## config.mk

```make
export PLATFORM = sky130hd
export DESIGN_NAME = cwl_left_sequencer
export DESIGN_NICKNAME = d
export VERILOG_FILES = /design/src/rtl/fraise_wl_pkg.sv /design/src/rtl/wl_phase_timer.sv /design/src/rtl/cwl_left_sequencer.sv
export SDC_FILE = /design/constraint.sdc
export NUM_CORES = 1
export LEC_CHECK = 0
export CORE_ASPECT_RATIO = 0.75
export CORE_MARGIN = 2
export CORE_UTILIZATION = 35
export CTS_CLUSTER_DIAMETER = 80
export DETAILED_ROUTE_END_ITERATION = 6
export GPL_TIMING_DRIVEN = 0
export PLACE_DENSITY = 0.56
export SLEW_MARGIN = 30
export SYNTH_ARGS = -nofsm -noshare
export SYNTH_HDL_FRONTEND = slang
export SYNTH_SLANG_ARGS = --single-unit
```

## constraint.sdc

```tcl
create_clock -name clk_i -period 3.8 [get_ports clk_i]
set_input_delay 0.76 -clock clk_i [delete_from_list [all_inputs] [get_ports clk_i]]
set_output_delay 0.76 -clock clk_i [all_outputs]
set_load 0.01 [all_outputs]
```

## src/rtl/fraise_wl_pkg.sv

```systemverilog
// rtl/fraise_wl_pkg.sv - shared types and flag decode for the CWL_left sequencer
package fraise_wl_pkg;

   typedef enum logic [1:0] {
      OP_PROG  = 2'd0,
      OP_READ1 = 2'd1,
      OP_READ8 = 2'd2,
      OP_INFER = 2'd3
   } op_e;

   typedef enum logic [2:0] {
      IDLE  = 3'd0,
      SETUP = 3'd1,
      PULSE = 3'd2,
      HOLD  = 3'd3,
      DONE  = 3'd4
   } wl_state_e;

   typedef struct packed {
      logic inference;
      logic read_1;
      logic read_8;
   } wl_flags_t;

   // Mode flags are one-hot-or-zero; programming drives none of them.
   function automatic wl_flags_t decode_flags(op_e op);
      wl_flags_t f;
      f           = '0;
      f.inference = (op == OP_INFER);
      f.read_1    = (op == OP_READ1);
      f.read_8    = (op == OP_READ8);
      return f;
   endfunction

endpackage

```

## src/rtl/wl_phase_timer.sv

```systemverilog
// rtl/wl_phase_timer.sv - loadable phase down-counter with zero flag
module wl_phase_timer #(
   parameter int CNT_W = 8
) (
   input  logic             clk_i,
   input  logic             rst_ni,
   input  logic             load_i,
   input  logic [CNT_W-1:0] load_val_i,
   output logic             zero_o
);

   logic [CNT_W-1:0] r_cnt;

   always_ff @(posedge clk_i) begin
      if (!rst_ni) begin
         r_cnt <= '0;
      end else if (load_i) begin
         r_cnt <= load_val_i;
      end else if (r_cnt != '0) begin
         r_cnt <= r_cnt - 1'b1;
      end
   end

   assign zero_o = (r_cnt == '0);

endmodule

```

## src/rtl/cwl_left_sequencer.sv

```systemverilog
// rtl/cwl_left_sequencer.sv - setup/pulse/hold sequencer for the left RRAM row decoder
// Optional CWL_PULSE_PROG_EN adds a per-command pulse width input.
module cwl_left_sequencer
   import fraise_wl_pkg::*;
#(
   parameter int Narray    = 2,
   parameter int SETUP_CYC = 2,
   parameter int PULSE_CYC = 4,
   parameter int HOLD_CYC  = 2,
   parameter int CNT_W     = 8
) (
   input  logic              clk_i,
   input  logic              rst_ni,
   input  logic              cmd_valid_i,
   output logic              cmd_ready_o,
   input  logic [1:0]        cmd_op_i,
   input  logic [Narray-1:0] cmd_row_i,
   input  logic              abort_i,
`ifdef CWL_PULSE_PROG_EN
   input  logic [CNT_W-1:0]  pulse_cyc_i,
`endif
   output logic              CWL_left_o,
   output logic              inference_o,
   output logic              read_1_o,
   output logic              read_8_o,
   output logic [Narray-1:0] adr_full_row_o,
   output logic              busy_o,
   output logic              done_o
);

   localparam logic [CNT_W-1:0] SETUP_LD = CNT_W'(SETUP_CYC - 1);
   localparam logic [CNT_W-1:0] HOLD_LD  = CNT_W'(HOLD_CYC - 1);

   wl_state_e         r_state, w_state_nxt;
   wl_flags_t         r_flags;
   logic [Narray-1:0] r_adr;
   logic              r_cwl, r_busy, r_ready, r_done;
   logic              w_accept, w_ld, w_zero;
   logic [CNT_W-1:0]  w_ld_val, w_pulse_ld;
   op_e               w_op;

   assign w_op = op_e'(cmd_op_i);

`ifdef CWL_PULSE_PROG_EN
   logic [CNT_W-1:0] r_pulse_ld;

   // A requested width of 0 still yields a single-cycle pulse.
   always_ff @(posedge clk_i) begin
      if (!rst_ni) begin
         r_pulse_ld <= CNT_W'(PULSE_CYC - 1);
      end else if (w_accept) begin
         r_pulse_ld <= (pulse_cyc_i == '0) ? '0 : pulse_cyc_i - 1'b1;
      end
   end

   assign w_pulse_ld = r_pulse_ld;
`else
   assign w_pulse_ld = CNT_W'(PULSE_CYC - 1);
`endif

   wl_phase_timer #(.CNT_W(CNT_W)) u_timer (
      .clk_i      (clk_i),
      .rst_ni     (rst_ni),
      .load_i     (w_ld),
      .load_val_i (w_ld_val),
      .zero_o     (w_zero)
   );

   always_comb begin
      w_state_nxt = r_state;
      w_accept    = 1'b0;
      w_ld        = 1'b0;
      w_ld_val    = '0;
      case (r_state)
         IDLE: begin
            if (cmd_valid_i && !abort_i) begin
               w_accept    = 1'b1;
               w_state_nxt = SETUP;
               w_ld        = 1'b1;
               w_ld_val    = SETUP_LD;
            end
         end
         SETUP: begin
            if (abort_i) begin
               w_state_nxt = IDLE;
            end else if (w_zero) begin
               w_ld = 1'b1;
               if (r_flags.inference) begin
                  w_state_nxt = HOLD;
                  w_ld_val    = HOLD_LD;
               end else begin
                  w_state_nxt = PULSE;
                  w_ld_val    = w_pulse_ld;
               end
            end
         end
         PULSE: begin
            if (abort_i) begin
               w_state_nxt = IDLE;
            end else if (w_zero) begin
               w_state_nxt = HOLD;
               w_ld        = 1'b1;
               w_ld_val    = HOLD_LD;
            end
         end
         HOLD: begin
            if (abort_i) begin
               w_state_nxt = IDLE;
            end else if (w_zero) begin
               w_state_nxt = DONE;
            end
         end
         DONE:    w_state_nxt = IDLE;
         default: w_state_nxt = IDLE;
      endcase
   end

   // Outputs are registered from the next state so the decoder sees them aligned with the phase.
   always_ff @(posedge clk_i) begin
      if (!rst_ni) begin
         r_state <= IDLE;
         r_flags <= '0;
         r_adr   <= '0;
         r_cwl   <= 1'b0;
         r_busy  <= 1'b0;
         r_ready <= 1'b1;
         r_done  <= 1'b0;
      end else begin
         r_state <= w_state_nxt;
         r_cwl   <= (w_state_nxt == PULSE);
         r_busy  <= (w_state_nxt != IDLE);
         r_ready <= (w_state_nxt == IDLE);
         r_done  <= (w_state_nxt == DONE);
         if (w_accept) begin
            r_flags <= decode_flags(w_op);
            r_adr   <= (w_op == OP_READ8) ? '0 : cmd_row_i;
         end else if (w_state_nxt == IDLE || w_state_nxt == DONE) begin
            r_flags <= '0;
            r_adr   <= '0;
         end
      end
   end

   assign cmd_ready_o    = r_ready;
   assign busy_o         = r_busy;
   assign done_o         = r_done;
   assign CWL_left_o     = r_cwl;
   assign inference_o    = r_flags.inference;
   assign read_1_o       = r_flags.read_1;
   assign read_8_o       = r_flags.read_8;
   assign adr_full_row_o = r_adr;

endmodule

```

== Word-level counts from Yosys, hierarchy flattened ==
Cells that the tools add are included.
Word-level totals
  flip-flop bits (word level): 20
  logic and storage cells: 58
  output and inout bits: 9
Operators by class
  muxes and demuxes: 28
  eq/ne operators: 8
  reduce and logical (&&, ||, !) cells: 11
  add/subtract/negate cells: 1
Operators by type and width (number)
  two-way mux 3 bit: 9
  two-way mux 8 bit: 2
  two-way mux 2 bit: 6
  one-hot mux 3 bit (4 select lines): 1
  == test 3 x 2 -> 1 bit, second input constant: 3
  logical NOT 8 bit: 1
  two-way mux 1 bit: 8
  nonzero test 8 bit: 1
  subtractor 8 x 1 -> 8 bit, second input constant: 1
  logical NOT 3 bit: 2
  one-hot mux 2 bit (3 select lines): 1
  == test 2 bit, second input constant: 2
  nonzero test 2 bit: 2
  == test 3 x 1 -> 1 bit, second input constant: 1
  == test 3 bit, second input constant: 1
  nonzero test 3 bit: 1
  == test 2 x 1 -> 1 bit, second input constant: 1
  one-hot mux 1 bit (2 select lines): 1
  OR reduction 2 bit: 1
  logical AND 1 bit: 1
  logical NOT 1 bit: 1
  logical OR 1 bit: 1

== Depth between registers and ports, before layout ==
Gate-level depths: netlist (run 1).
  depth in word-level cells: 8
  depth in mapped cells: 6

== By module ==
From an unflattened synthesis (run 1), not the netlist that was laid out.
Second synthesis, totals
  cell total of the unflattened synthesis: 100
  area total of the unflattened synthesis: 945.9 µm²
By module, submodules not included
  cwl_left_sequencer: times used 1, cells an instance 49, area each 488.0 µm²
  wl_phase_timer: times used 1, cells an instance 51, area each 457.9 µm²

== Worst setup path after synthesis (run 1) ==
Ideal clock, no wire load.
  path kind: input-to-reg
  start point: input port abort_i
  end point: register u_timer.r_cnt[1]
  setup time: 0.086 ns
  arrival: 1.930 ns
  stages: 4
  data required time: 3.714 ns
  path buffers: 1
  setup slack: 1.784 ns
  cells stage by stage: or3b_1 buf_2 or4_4 a221oi_2
Between the ends
  longest elaborated chain between the ends: 5
  elaborated cells between the ends (all ways): 9
  those cells by class: mux: 6; reduce/logical: 3
Ends and longest elaborated chain
  start: declaration: RTL line cwl_left_sequencer.sv:18  | input logic abort_i,
  logical NOT 1 bit: RTL line cwl_left_sequencer.sv:76  | if (cmd_valid_i && !abort_i) begin
  logical AND 1 bit: RTL line cwl_left_sequencer.sv:76
  two-way mux 1 bit: RTL line cwl_left_sequencer.sv:76
  one-hot mux 1 bit (2 select lines): RTL line cwl_left_sequencer.sv:74  | case (r_state)
  two-way mux 8 bit or nonzero test 2 bit (tied branches)
  end signal: assignment: RTL line wl_phase_timer.sv:18  | r_cnt <= load_val_i;
  end signal: assignment: RTL line wl_phase_timer.sv:20  | r_cnt <= r_cnt - 1'b1;
  end: declaration: RTL line wl_phase_timer.sv:12  | logic [CNT_W-1:0] r_cnt;
Several ways; a longest one is shown, not always the timed one.
A chain may end at the register's enable or synchronous reset.

==> flow_summary.yaml, run 1 <==
outcome:
  outcome: "finished, final reports clean"
global_route:
  antenna_found_initial: 0
  grt_use_met3_pct: 4.850
  grt-busiest-layer: "met2"
  grt_max_degree: 11
  overflow: 0
  met1_usage_pct: 16.97
  grtUsageTotal_pct: 13.25
  grt_pass1_vias: 665
  grt_pass1_wl_mm: 2.939
  grtUsageMet2_pct: 21.08
timing:
  slew_headroom_pct: 62.77
  setup_slack_ns: 1.482
  slew_violations: 0
  clock_skew_ns: 0.006412
  fin_tns_setup_ns: 0
  grt_setup_unrepaired: "false"
  setup_viol: 0
  post-route-period-util_pct: 60.99
  hold_violations: 0
  fmax_ghz: 0.4315
  tightest_slew_ns: 0.5444
  min_period_ns: 2.318
worst_setup_path:
  crit_fanout: 8
  cp_top_family: "simple AND/OR/NAND/NOR gates"
  crit_type: "in2reg"
  cp-start-kind: "input pin"
  crit_required_ns: 4.01
  worst-path-buf-inv: 2
  critical_path.cell_chain: "clkdlybuf4s50_1 > or3b_1 > buf_2 > or4_4 > a221oi_2"
  rrSetupSlack_ns: 1.92
  crit_slowest_cell: "clkdlybuf4s50_1"
  crit_path_end_kind: "flip-flop"
  slowest_delay_ns: 0.55
  cp.arrival_ns: 2.53
cells_and_area:
  drive_gt1_share_pct: 7.692
  utilization_pct: 47.56
  most-common-layout-cells: "20 x dfxtp_1, 16 x clkdlybuf4s50_1, 15 x nor2_1"
  area_growth_pct: 24.79
  finalNetCount: 129
  antenna_cells: 0
  fillCellCount: 247
  layout_commonest_cell: "dfxtp_1"
clock_network:
  cts_tree: "built"
  htreeDepth: 1
  cts_sinks: 20
  postCtsHoldBufs: 0
  clk_path_buf_depth: 2
  cts-resized-gates: 0
  numCtsBuffers: 3
  clk-insertion-delay-late_ns: 0.29
  post_cts_buffers: 0
  cts_root_buf: "clkbuf_4"
  clkTransAtPathRegs_ns: 0.10
job:
  cap_violations: 0
synthesis:
  syn_nets: 108
  synth_edf_count: 0
  synthFlopType: "dfxtp_1"
  synth_area_leaders: "dfxtp_1 44%, nor2_1 6.2%, a32o_1 3.3%"
  synth_cells: 98
  ys_seq_elements: 20
  synth_cell_types: 34
  avgSynthCellArea_um2: 9.269
  synth_top_cell_area_share_pct: 44.08
  syn_area_um2: 908.4
  yosysWarnings: 0
  yosysTopAreaCell: "dfxtp_1"
  ys_async_sr_fraction_pct: 0
  ys_seq_area_share_pct: 44.08
placement:
  place.gp.congestion: 0.7534
  dp_hpwl_mm: 1.362
  place_worst_setup_slack_ns: 1.170
  port_buffers: 16
die:
  core_area_um2: 2384
  chipWidth_um: 62.83
  row_count: 15
  die_y_um: 48.12
  die_area_um2: 3023
  initial_core_util_pct: 38.11
  pin_count: 17
route:
  avgRoutedWirePerCell_um: 11.99
  dr.pass1.iters: 4
  dr_total_vias: 756
  drc: 0
  drt_wl_total_mm: 1.811
  ant_nets: 0
  drt-initial-drc-count: 36
  viasPerCell: 5.007
power:
  power_density_nw_per_um2: 589.9
  peakVddDrop_v: 0.0002486
  power.total_uw: 668.7
  leakagePower_nw: 0.4235
worst_hold_path:
  min_path_type: "reg2reg"
synth_stat cells (all sizes together), types with 2 or more instances:
master / number
dfxtp: 20
nand2b: 3
nand2: 4
a21oi: 5
or3: 2
ha: 2
and2: 3
nand3: 3
a2111oi: 2
a32o: 3
nor3: 3
nor2: 15
and3: 2
a211oi: 2
buf: 2
nand3b: 3
clkbuf: 2
inv: 4
xor2: 3
sequential cells by signal, summed over array words and instances, names as in the netlist:
signal          count
done_o              1
u_timer.r_cnt       8
inference_o         1
CWL_left_o          1
read_1_o            1
adr_full_row_o      2
busy_o              1
r_state             3
read_8_o            1
cmd_ready_o         1
routing by layer:
metal	up-vias	part of all wire [%]
met5	-	0
met4	0	1.1
met3	2	4.4
met2	15	40
met1	345	55
li1	394	-
logic make-up (layout without fill, tap and decap cells):
kind of cell               count (synthesis)  count (layout)  synth area share (%)
buffers and inverters                      8              27                 3.581
adders and majority gates                  2               2                 2.754
muxes                                      1               1                 1.102
DFF                                       20              20                 44.08
and+or+nand+nor                           45              45                 28.79
AOI/OAI and AO/OA                         18              18                 15.84
xor gates and xnor gates                   4               4                 3.857
through the flow:
step	std cells	hold WS [ns]	instance area (um^2)
2_1_floorplan	98	0.4453	908.4
5_1_grt	151	0.5056	1134
3_3_place_gp	148	0.4582	1111
4_1_cts	151	0.4876	1134
3_5_place_dp	148	0.4584	1111
6_report	151	0.4809	1134
path summary, 6_finish.rpt:
kind	start	end	cells after the start
worst min-delay path	read_1_o	read_1_o	1
worst max-delay path	rst_ni	u_timer.r_cnt[1]	5
worst max register to register	u_timer.r_cnt[0]	u_timer.r_cnt[1]	6
worst min register to register	read_1_o	read_1_o	1
final cells by class:
cell class	count	area (um^2)	area share (%)
well taps	34	42.54	3.753
repair buffers	16	160.2	14.13
inverters	4	15.01	1.325
multi-input cells	70	475.5	41.94
flip-flops and latches	20	400.4	35.32
plain buffers	4	17.52	1.545
clock buffers	3	22.52	1.987
report_power, final:
part / switching (mW) / internal (mW)
clock: 0.0601 / 0.0369
combinational: 0.155 / 0.132
sequential: 0.0407 / 0.245
(Power assumes the default switching activity.)
==> run 2: changes to the inputs <==
Settings changed: PLACE_DENSITY 0.56 to 0.59.
Clock period 3.8 ns to 2 ns, I/O delays scaled along.
==> flow_summary.yaml, run 2 (same netlist as run 1, synthesis figures left out) <==
die:
  pin_count: 17
  core_area_um2: 2384
  die_y_um: 48.12
  initial_core_util_pct: 38.11
  chipWidth_um: 62.83
  die_area_um2: 3023
  row_count: 15
cells_and_area:
  drive_gt1_share_pct: 8.475
  most-common-layout-cells: "20 x dfxtp_1, 16 x clkdlybuf4s50_1, 15 x nor2_1"
  fin_cells: 152
  antenna_cells: 0
  finalNetCount: 129
  layout_commonest_cell: "dfxtp_1"
  area_growth_pct: 27.00
  regMostFlops: "u_timer.r_cnt"
  largest_reg_flops: 8
power:
  leakagePower_nw: 0.4314
  peakVddDrop_v: 0.0007108
  power.total_mw: 1.334
  power_density_nw_per_um2: 1156
job:
  cap_violations: 0
worst_setup_path:
  cp.arrival_ns: 2.18
  cp-start-kind: "input pin"
  r2r_end: "u_timer.r_cnt[1]"
  rrSetupSlack_ns: 0.17
  crit_type: "in2reg"
  crit_fanout: 8
  crit_required_ns: 2.22
  crit_path_end_kind: "flip-flop"
  reg2reg_from: "u_timer.r_cnt[0]"
  ff2ff_path_depth: 6
clock_network:
  clk-insertion-delay-late_ns: 0.31
  postCtsHoldBufs: 0
  cts_root_buf: "clkbuf_4"
  clk_path_buf_depth: 2
  cts_tree: "built"
  htreeDepth: 1
  clkTransAtPathRegs_ns: 0.11
  post_cts_buffers: 0
  cts_sinks: 20
  numCtsBuffers: 3
timing:
  setup_slack_ns: 0.03476
  post-route-period-util_pct: 98.26
  grt_setup_unrepaired: "false"
  clock_skew_ns: 0.01130
  setup_viol: 0
  slew_violations: 0
  tightest_slew_ns: 0.5254
  hold_violations: 0
  min_period_ns: 1.965
  fmax_ghz: 0.5088
  slew_headroom_pct: 64.07
route:
  ant_nets: 0
  dr.pass1.iters: 4
  viasPerCell: 4.914
  avgRoutedWirePerCell_um: 11.89
  dr_total_vias: 747
  drt-initial-drc-count: 20
  drt_wl_total_mm: 1.807
  drc: 0
outcome:
  outcome: "finished, final reports clean"
placement:
  place.gp.congestion: 0.7441
  dp_hpwl_mm: 1.406
  placed_cells: 148
  place_worst_setup_slack_ns: -0.2851
  port_buffers: 16
global_route:
  grt_pass1_vias: 677
  grt_use_met3_pct: 5.774
  antenna_found_initial: 0
  grt_max_degree: 12
  grtUsageTotal_pct: 13.58
  grt_pass1_wl_mm: 3.084
  met1_usage_pct: 17.85
  grt-busiest-layer: "met2"
  grtUsageMet2_pct: 21.51
  overflow: 0
worst_hold_path:
  min_path_type: "reg2reg"
  whs_path_depth: 1
  holdPathEnd: "read_1_o"
  hp-start: "read_1_o"
[run 2: worst max path at each step]
stage                                 from               end  slack (ns)  cells past startpoint
after floorplan           u_timer.r_cnt[0]  u_timer.r_cnt[1]        0.34                      6
after CTS                           rst_ni  u_timer.r_cnt[1]        0.04                      5
after global placement              rst_ni  u_timer.r_cnt[1]       -0.28                      5
final                               rst_ni  u_timer.r_cnt[1]        0.03                      5
after detailed placement            rst_ni  u_timer.r_cnt[1]       -0.29                      5
after global routing                rst_ni  u_timer.r_cnt[1]        0.01                      5
[run 2: where the power goes]
group | internal (mW) | total [mW] | switching [mW] | leakage (nW)
combinational | 0.263 | 0.557 | 0.293 | 0.247
clock | 0.111 | 0.238 | 0.127 | 0.0210
sequential | 0.465 | 0.539 | 0.0744 | 0.163
total | 0.839 | 1.33 | 0.495 | 0.431
[run 2: final cells by class]
class | count | area [um^2]
Buffer | 4 | 17.52
Sequential cell | 20 | 400.4
Fill cell | 249 | 1230
Multi-Input combinational cell | 70 | 481.7
Timing Repair Buffer | 16 | 160.2
Tap cell | 34 | 42.54
Clock buffer | 4 | 36.28
Inverter | 4 | 15.01
[run 2: critical path, cell delays in order]
cell             delay [ns]
clkdlybuf4s50_1        0.55
or3b_1                 0.35
buf_2                  0.17
or4_4                  0.50
a221oi_2               0.22
[run 2: metrics by stage]
stage / setup TNS, ns / hold slack, ns / area (um^2) / utilization (%)
2_1_floorplan: 0 / 0.4453 / 908.4 / -
4_1_cts: 0 / 0.4835 / 1147 / 48.14
3_5_place_dp: -1.181 / 0.4540 / 1111 / 46.61
3_3_place_gp: -0.8178 / 0.4491 / 1111 / 46.61
5_1_grt: 0 / 0.5062 / 1154 / 48.40
6_report: 0 / 0.4777 / 1154 / 48.40
[run 2: metal layers]
metal / part of all wire, % / vias up
met5: 0 / -
met4: 0.89 / 0
met1: 51 / 327
li1: - / 395
met2: 41 / 23
met3: 7.2 / 2
[run 2: what timing repair did]
| item | 4_1_cts | 5_1_grt |
|---|---|---|
| resized for setup | 0 | 1 |
| endpoints found under the setup margin | 0 | 4 |
| hold endpoints to repair | 0 | 0 |
